## src/rtl/parity_stream_unit_pkg.sv

```systemverilog
// Shared definitions for the parity stream unit: FSM state encodings and
// the output word-count width helper.
package parity_stream_unit_pkg;

    typedef enum logic [1:0] {
        ST_IDLE  = 2'd0,
        ST_ACCUM = 2'd1,
        ST_HOLD  = 2'd2
    } state_t;

    // Width needed to hold a word count from 0 up to max_words inclusive.
    function automatic int cnt_w(input int max_words);
        return $clog2(max_words + 1);
    endfunction

endpackage

```

## src/rtl/parity_stream_unit_reduce.sv

```systemverilog
// Combinational XOR reduction of one data word to its parity bit.
// Kept as a separate module so other integrity stages can reuse it.
module parity_reduce #(
    parameter int WIDTH = 8
) (
    input  logic [WIDTH-1:0] data,
    output logic             parity
);

    logic [WIDTH-1:0] chain;

    assign chain[0] = data[0];

    generate
        for (genvar gi = 1; gi < WIDTH; gi++) begin : gen_chain
            assign chain[gi] = chain[gi-1] ^ data[gi];
        end
    endgenerate

    assign parity = chain[WIDTH-1];

endmodule

```

## src/rtl/parity_stream_unit.sv

```systemverilog
// Framed parity generator/checker: XOR-accumulates WIDTH-bit words until the
// last beat, then holds parity, error, count and overflow on an output handshake.
module parity_stream_unit
    import parity_stream_unit_pkg::*;
#(
    parameter int WIDTH     = 8,
    parameter int MAX_WORDS = 16,
    parameter bit ODD       = 1'b0,
    localparam int CNT_W    = cnt_w(MAX_WORDS)
) (
    input  logic             clk,
    input  logic             rst_n,
    input  logic             in_valid,
    output logic             in_ready,
    input  logic [WIDTH-1:0] in_data,
    input  logic             in_last,
    input  logic             in_check,
    input  logic             in_parity,
    output logic             out_valid,
    input  logic             out_ready,
    output logic             out_parity,
    output logic             out_error,
    output logic [CNT_W-1:0] out_count,
    output logic             out_overflow
);

    localparam logic [CNT_W-1:0] MAX_CNT = CNT_W'(MAX_WORDS);

    state_t           state_reg, state_next;
    logic             acc_reg, acc_next;
    logic [CNT_W-1:0] cnt_reg, cnt_next;
    logic             ovf_reg, ovf_next;
    logic             check_reg, check_next;

    logic             out_valid_reg, out_valid_next;
    logic             out_parity_reg, out_parity_next;
    logic             out_error_reg, out_error_next;
    logic [CNT_W-1:0] out_count_reg, out_count_next;
    logic             out_overflow_reg, out_overflow_next;

    logic             word_par;
    logic             beat;

    parity_reduce #(.WIDTH(WIDTH)) u_reduce (
        .data   (in_data),
        .parity (word_par)
    );

    assign in_ready = (state_reg != ST_HOLD) || out_ready;
    assign beat     = in_valid && in_ready;

    always_comb begin
        state_next        = state_reg;
        acc_next          = acc_reg;
        cnt_next          = cnt_reg;
        ovf_next          = ovf_reg;
        check_next        = check_reg;
        out_valid_next    = out_valid_reg;
        out_parity_next   = out_parity_reg;
        out_error_next    = out_error_reg;
        out_count_next    = out_count_reg;
        out_overflow_next = out_overflow_reg;

        if (state_reg == ST_HOLD && out_ready) begin
            out_valid_next = 1'b0;
            state_next     = ST_IDLE;
        end

        if (beat) begin
            // Any beat outside ACCUM opens a new frame, including the one
            // that coincides with the output handshake.
            if (state_reg != ST_ACCUM) begin
                acc_next   = word_par;
                cnt_next   = CNT_W'(1);
                ovf_next   = 1'b0;
                check_next = in_check;
            end else begin
                acc_next = acc_reg ^ word_par;
                if (cnt_reg == MAX_CNT) begin
                    ovf_next = 1'b1;
                end else begin
                    cnt_next = cnt_reg + CNT_W'(1);
                end
            end

            if (in_last) begin
                state_next        = ST_HOLD;
                out_valid_next    = 1'b1;
                out_parity_next   = acc_next ^ ODD;
                out_error_next    = check_next & (acc_next ^ ODD ^ in_parity);
                out_count_next    = cnt_next;
                out_overflow_next = ovf_next;
            end else begin
                state_next = ST_ACCUM;
            end
        end
    end

    always_ff @(posedge clk or negedge rst_n) begin
        if (!rst_n) begin
            state_reg        <= ST_IDLE;
            acc_reg          <= 1'b0;
            cnt_reg          <= '0;
            ovf_reg          <= 1'b0;
            check_reg        <= 1'b0;
            out_valid_reg    <= 1'b0;
            out_parity_reg   <= 1'b0;
            out_error_reg    <= 1'b0;
            out_count_reg    <= '0;
            out_overflow_reg <= 1'b0;
        end else begin
            state_reg        <= state_next;
            acc_reg          <= acc_next;
            cnt_reg          <= cnt_next;
            ovf_reg          <= ovf_next;
            check_reg        <= check_next;
            out_valid_reg    <= out_valid_next;
            out_parity_reg   <= out_parity_next;
            out_error_reg    <= out_error_next;
            out_count_reg    <= out_count_next;
            out_overflow_reg <= out_overflow_next;
        end
    end

    assign out_valid    = out_valid_reg;
    assign out_parity   = out_parity_reg;
    assign out_error    = out_error_reg;
    assign out_count    = out_count_reg;
    assign out_overflow = out_overflow_reg;

endmodule

```

## config.mk

```make
export PLATFORM = sky130hd
export DESIGN_NAME = parity_stream_unit
export DESIGN_NICKNAME = d
export VERILOG_FILES = /design/src/rtl/parity_stream_unit_pkg.sv /design/src/rtl/parity_stream_unit_reduce.sv /design/src/rtl/parity_stream_unit.sv
export SDC_FILE = /design/constraint.sdc
export NUM_CORES = 1
export LEC_CHECK = 0
export ABC_AREA = 1
export CAP_MARGIN = 20
export CORE_MARGIN = 1
export CORE_UTILIZATION = 52
export DETAILED_ROUTE_END_ITERATION = 8
export GPL_TIMING_DRIVEN = 1
export PLACE_DENSITY = 0.86
export SETUP_SLACK_MARGIN = 0.1
export SLEW_MARGIN = 0
export SYNTH_ARGS = -nofsm -noshare
export SYNTH_HDL_FRONTEND = slang
export SYNTH_SLANG_ARGS = --single-unit
```

## constraint.sdc

```tcl
create_clock -name clk -period 2.1 [get_ports clk]
set_input_delay 0.63 -clock clk [delete_from_list [all_inputs] [get_ports clk]]
set_output_delay 0.63 -clock clk [all_outputs]
set_load 0.1 [all_outputs]
```

==> flow_summary.ini <==
[cts]
root_buffer = clkbuf_4
clockBufferDepth = 2
cts_tree = done
clk_latency_ns = 0.29
clkTransAtPathRegs_ns = 0.11
cts_made_buffers = 3
cts_num_sinks = 19
h-tree-depth = 1

[setup_path]
critPathRequiredTime_ns = 1.47
cp-startpoint = out_ready
crit_buf_inv = 2
cp-endpoint = in_ready
worstPathCellList = dlygate4sd2_1 -> nand3b_4 -> buf_12
start_kind = input pin
rr_startpoint = state_reg[0]$_DFFE_PN0P_
worst-path-max-fanout = 2
cpMaxStageDelayCell = dlygate4sd2_1
end_kind = output pin
worstSetupPathType = in2out
r2r_cells = 9
cpLargestDelayFamily = buffers and inverters
worstPathArrival_ns = 1.21
rrSetupSlack_ns = 0.64
reg2reg_to = out_count[2]$_DFFE_PN0P_
path_depth = 3
cpPeakStageDelay_ns = 0.24

[global_routing]
grt_first_pass_wirelength_um = 3640
overflow = 0
grt_usage = 0.236
antenna_found_initial = 0
grt_max_degree = 20
first_global_vias = 923

[timing]
rsz0062_at_grt = no
finalCritPeriodShare = 0.878
hold_viol = 0
period_needed_ns = 1.84
finalSetupViolCount = 0
finClkSkew_ns = 0.000964
finalMaxSlewViolations = 0
maxSlewHeadroom = 0.806
tightest_slew_ns = 0.288
max_freq_mhz = 543
setup_tns_ns = 0

[finish]
final_nets = 184
drive_gt1_frac = 0.199
n_antenna_cell = 0
final_core_utilization = 0.810
area_delta_synth_final_pct = 38.9

[power_and_ir_drop]
peakVddDrop_v = 0.000669
power_density_nw_per_um2 = 759
p_leak_uw = 0.000760

[drt]
ant_nets = 0
drt-initial-drc-count = 32
vias = 953
routed_via_density = 4.99
drc = 0
wirelength_um = 2260
dr.pass1.iters = 4
routedWlPerCell_um = 11.8

[floorplanning]
dieArea_um2 = 2230
io_pins = 25
start_util = 0.584
coreArea_um2 = 1820
die_w_um = 47.2
dieHeight_um = 47.2
rows = 15

[placed_design]
portBuffers = 24
place_hpwl_um = 1740
gp_routability_congestion = 0.777

[worst_hold_path]
worstHoldPathType = reg2reg

[synthesis]
synth_nets = 154
synth.distinct_cells = 24
netlist_instances = 137
seq_area_frac_synth = 0.448
synth-seq-cells = 19
syn_area_um2 = 1060
ys.warnings.count = 0
postSynthAreaPerCell_um2 = 7.75

[run_status]
status = finished clean

[flow_run]
maxCapViolCount = 0
-- cell families (layout without fill, tap and decap cells) --
kind of cell | count (synthesis) | in the layout | synth area share
flip-flops | 19 | 19 | 0.448
buffers and inverters | 26 | 55 | 0.100
AND/OR/NAND/NOR | 70 | 70 | 0.304
adder cells (fa/ha/maj) | 2 | 2 | 0.0236
XOR/XNOR | 4 | 4 | 0.0330
AO/OA/AOI/OAI | 15 | 15 | 0.0825
multiplexers | 1 | 1 | 0.00942
-- worst min-delay path by stage --
stage	start	slack (ns)	endpoint	depth (start not counted)
finish	ovf_reg$_DFFE_PN0P_	0.51	ovf_reg$_DFFE_PN0P_	2
detailed placement	ovf_reg$_DFFE_PN0P_	0.47	ovf_reg$_DFFE_PN0P_	2
CTS	ovf_reg$_DFFE_PN0P_	0.50	ovf_reg$_DFFE_PN0P_	2
floorplan	rst_n	0.33	acc_reg$_DFFE_PN0P_	0
global route	ovf_reg$_DFFE_PN0P_	0.53	ovf_reg$_DFFE_PN0P_	2
global placement	ovf_reg$_DFFE_PN0P_	0.47	ovf_reg$_DFFE_PN0P_	2
-- repair_timing --
item                                    CTS  global route
resized for setup                         1             0
hold buffers                              0             0
endpoints found under the setup margin    1             0
buffers inserted                          1             0
-- area by class of cell --
class | count | area [um^2]
flip-flops and latches | 19 | 475
multi-input cells | 92 | 489
clock inverters | 1 | 5.00
inverters | 24 | 90.1
repair buffers | 27 | 362
well taps | 25 | 31.3
clock buffers | 3 | 22.5
fillers | 122 | 345
-- routing by layer --
| layer | up-vias | GRT usage | routed length, um |
|---|---|---|---|
| met1 | 450 | 0.276 | 996 |
| met2 | 18 | 0.431 | 1170 |
| met3 | 2 | 0.0269 | 82 |
| met4 | 0 | 0.103 | 10 |
| met5 | - | 0 | 0 |
| li1 | 483 | - | - |
-- cells in the final DEF, fill, tap and decap left out --
master,n
mux2i_1,1
ha_1,2
nand3b_4,1
clkdlybuf4s50_1,13
nor3_1,1
xor2_1,1
inv_2,4
inv_1,20
nand2_2,6
dfrtp_1,19
o22ai_1,1
o21ai_2,2
nand4_1,2
nor2_4,1
nand2_4,1
nor2_1,6
o311ai_1,1
xnor2_1,3
nand3_1,8
buf_12,10
o21ai_0,9
clkbuf_4,3
o21ai_1,2
nand2_1,43
buf_4,3
nand3_2,1
clkinv_2,1
dlygate4sd2_1,1
-- worst reg2reg max path, cell delays in order (launching register included) --
cell,delay (ns)
dfrtp_1,0.43
inv_2,0.14
nand3b_4,0.10
buf_4,0.15
nand2_2,0.07
inv_2,0.07
nand2_4,0.17
inv_1,0.11
nand2_1,0.08
nand2_1,0.04
-- synthesized netlist by cell type (all sizes together) --
library cell	number	share of area
buf	2	0.015
dfrtp	19	0.45
ha	2	0.024
inv	24	0.085
mux2i	1	0.0094
nand2	50	0.20
nand3	9	0.047
nand3b	1	0.011
nand4	2	0.012
nor2	7	0.032
nor3	1	0.0047
o21ai	13	0.068
o22ai	1	0.0059
o311ai	1	0.0082
xnor2	3	0.025
xor2	1	0.0082
-- power breakdown --
group	switching [uW]	internal [uW]	leakage [uW]	total, uW
sequential	47.9	408	0.000247	456
clock	116	70.9	0.0000177	187
combinational	302	175	0.000496	477
total	466	654	0.000760	1120
-- stage by stage --
stage / instance area, um^2 / hold slack, ns / total power, uW / cells / setup slack, ns
detailed placement: 1440 / 0.474 / 938 / 186 / 0.0206
CTS: 1480 / 0.502 / 1130 / 191 / 0.256
global placement: 1440 / 0.465 / 922 / 186 / 0.0302
finish: 1480 / 0.508 / 1120 / 191 / 0.257
global route: 1480 / 0.532 / 1170 / 191 / 0.237
floorplan: 1070 / 0.334 / 753 / 137 / 0.423
No activity file was read; power rests on OpenSTA's default activity.
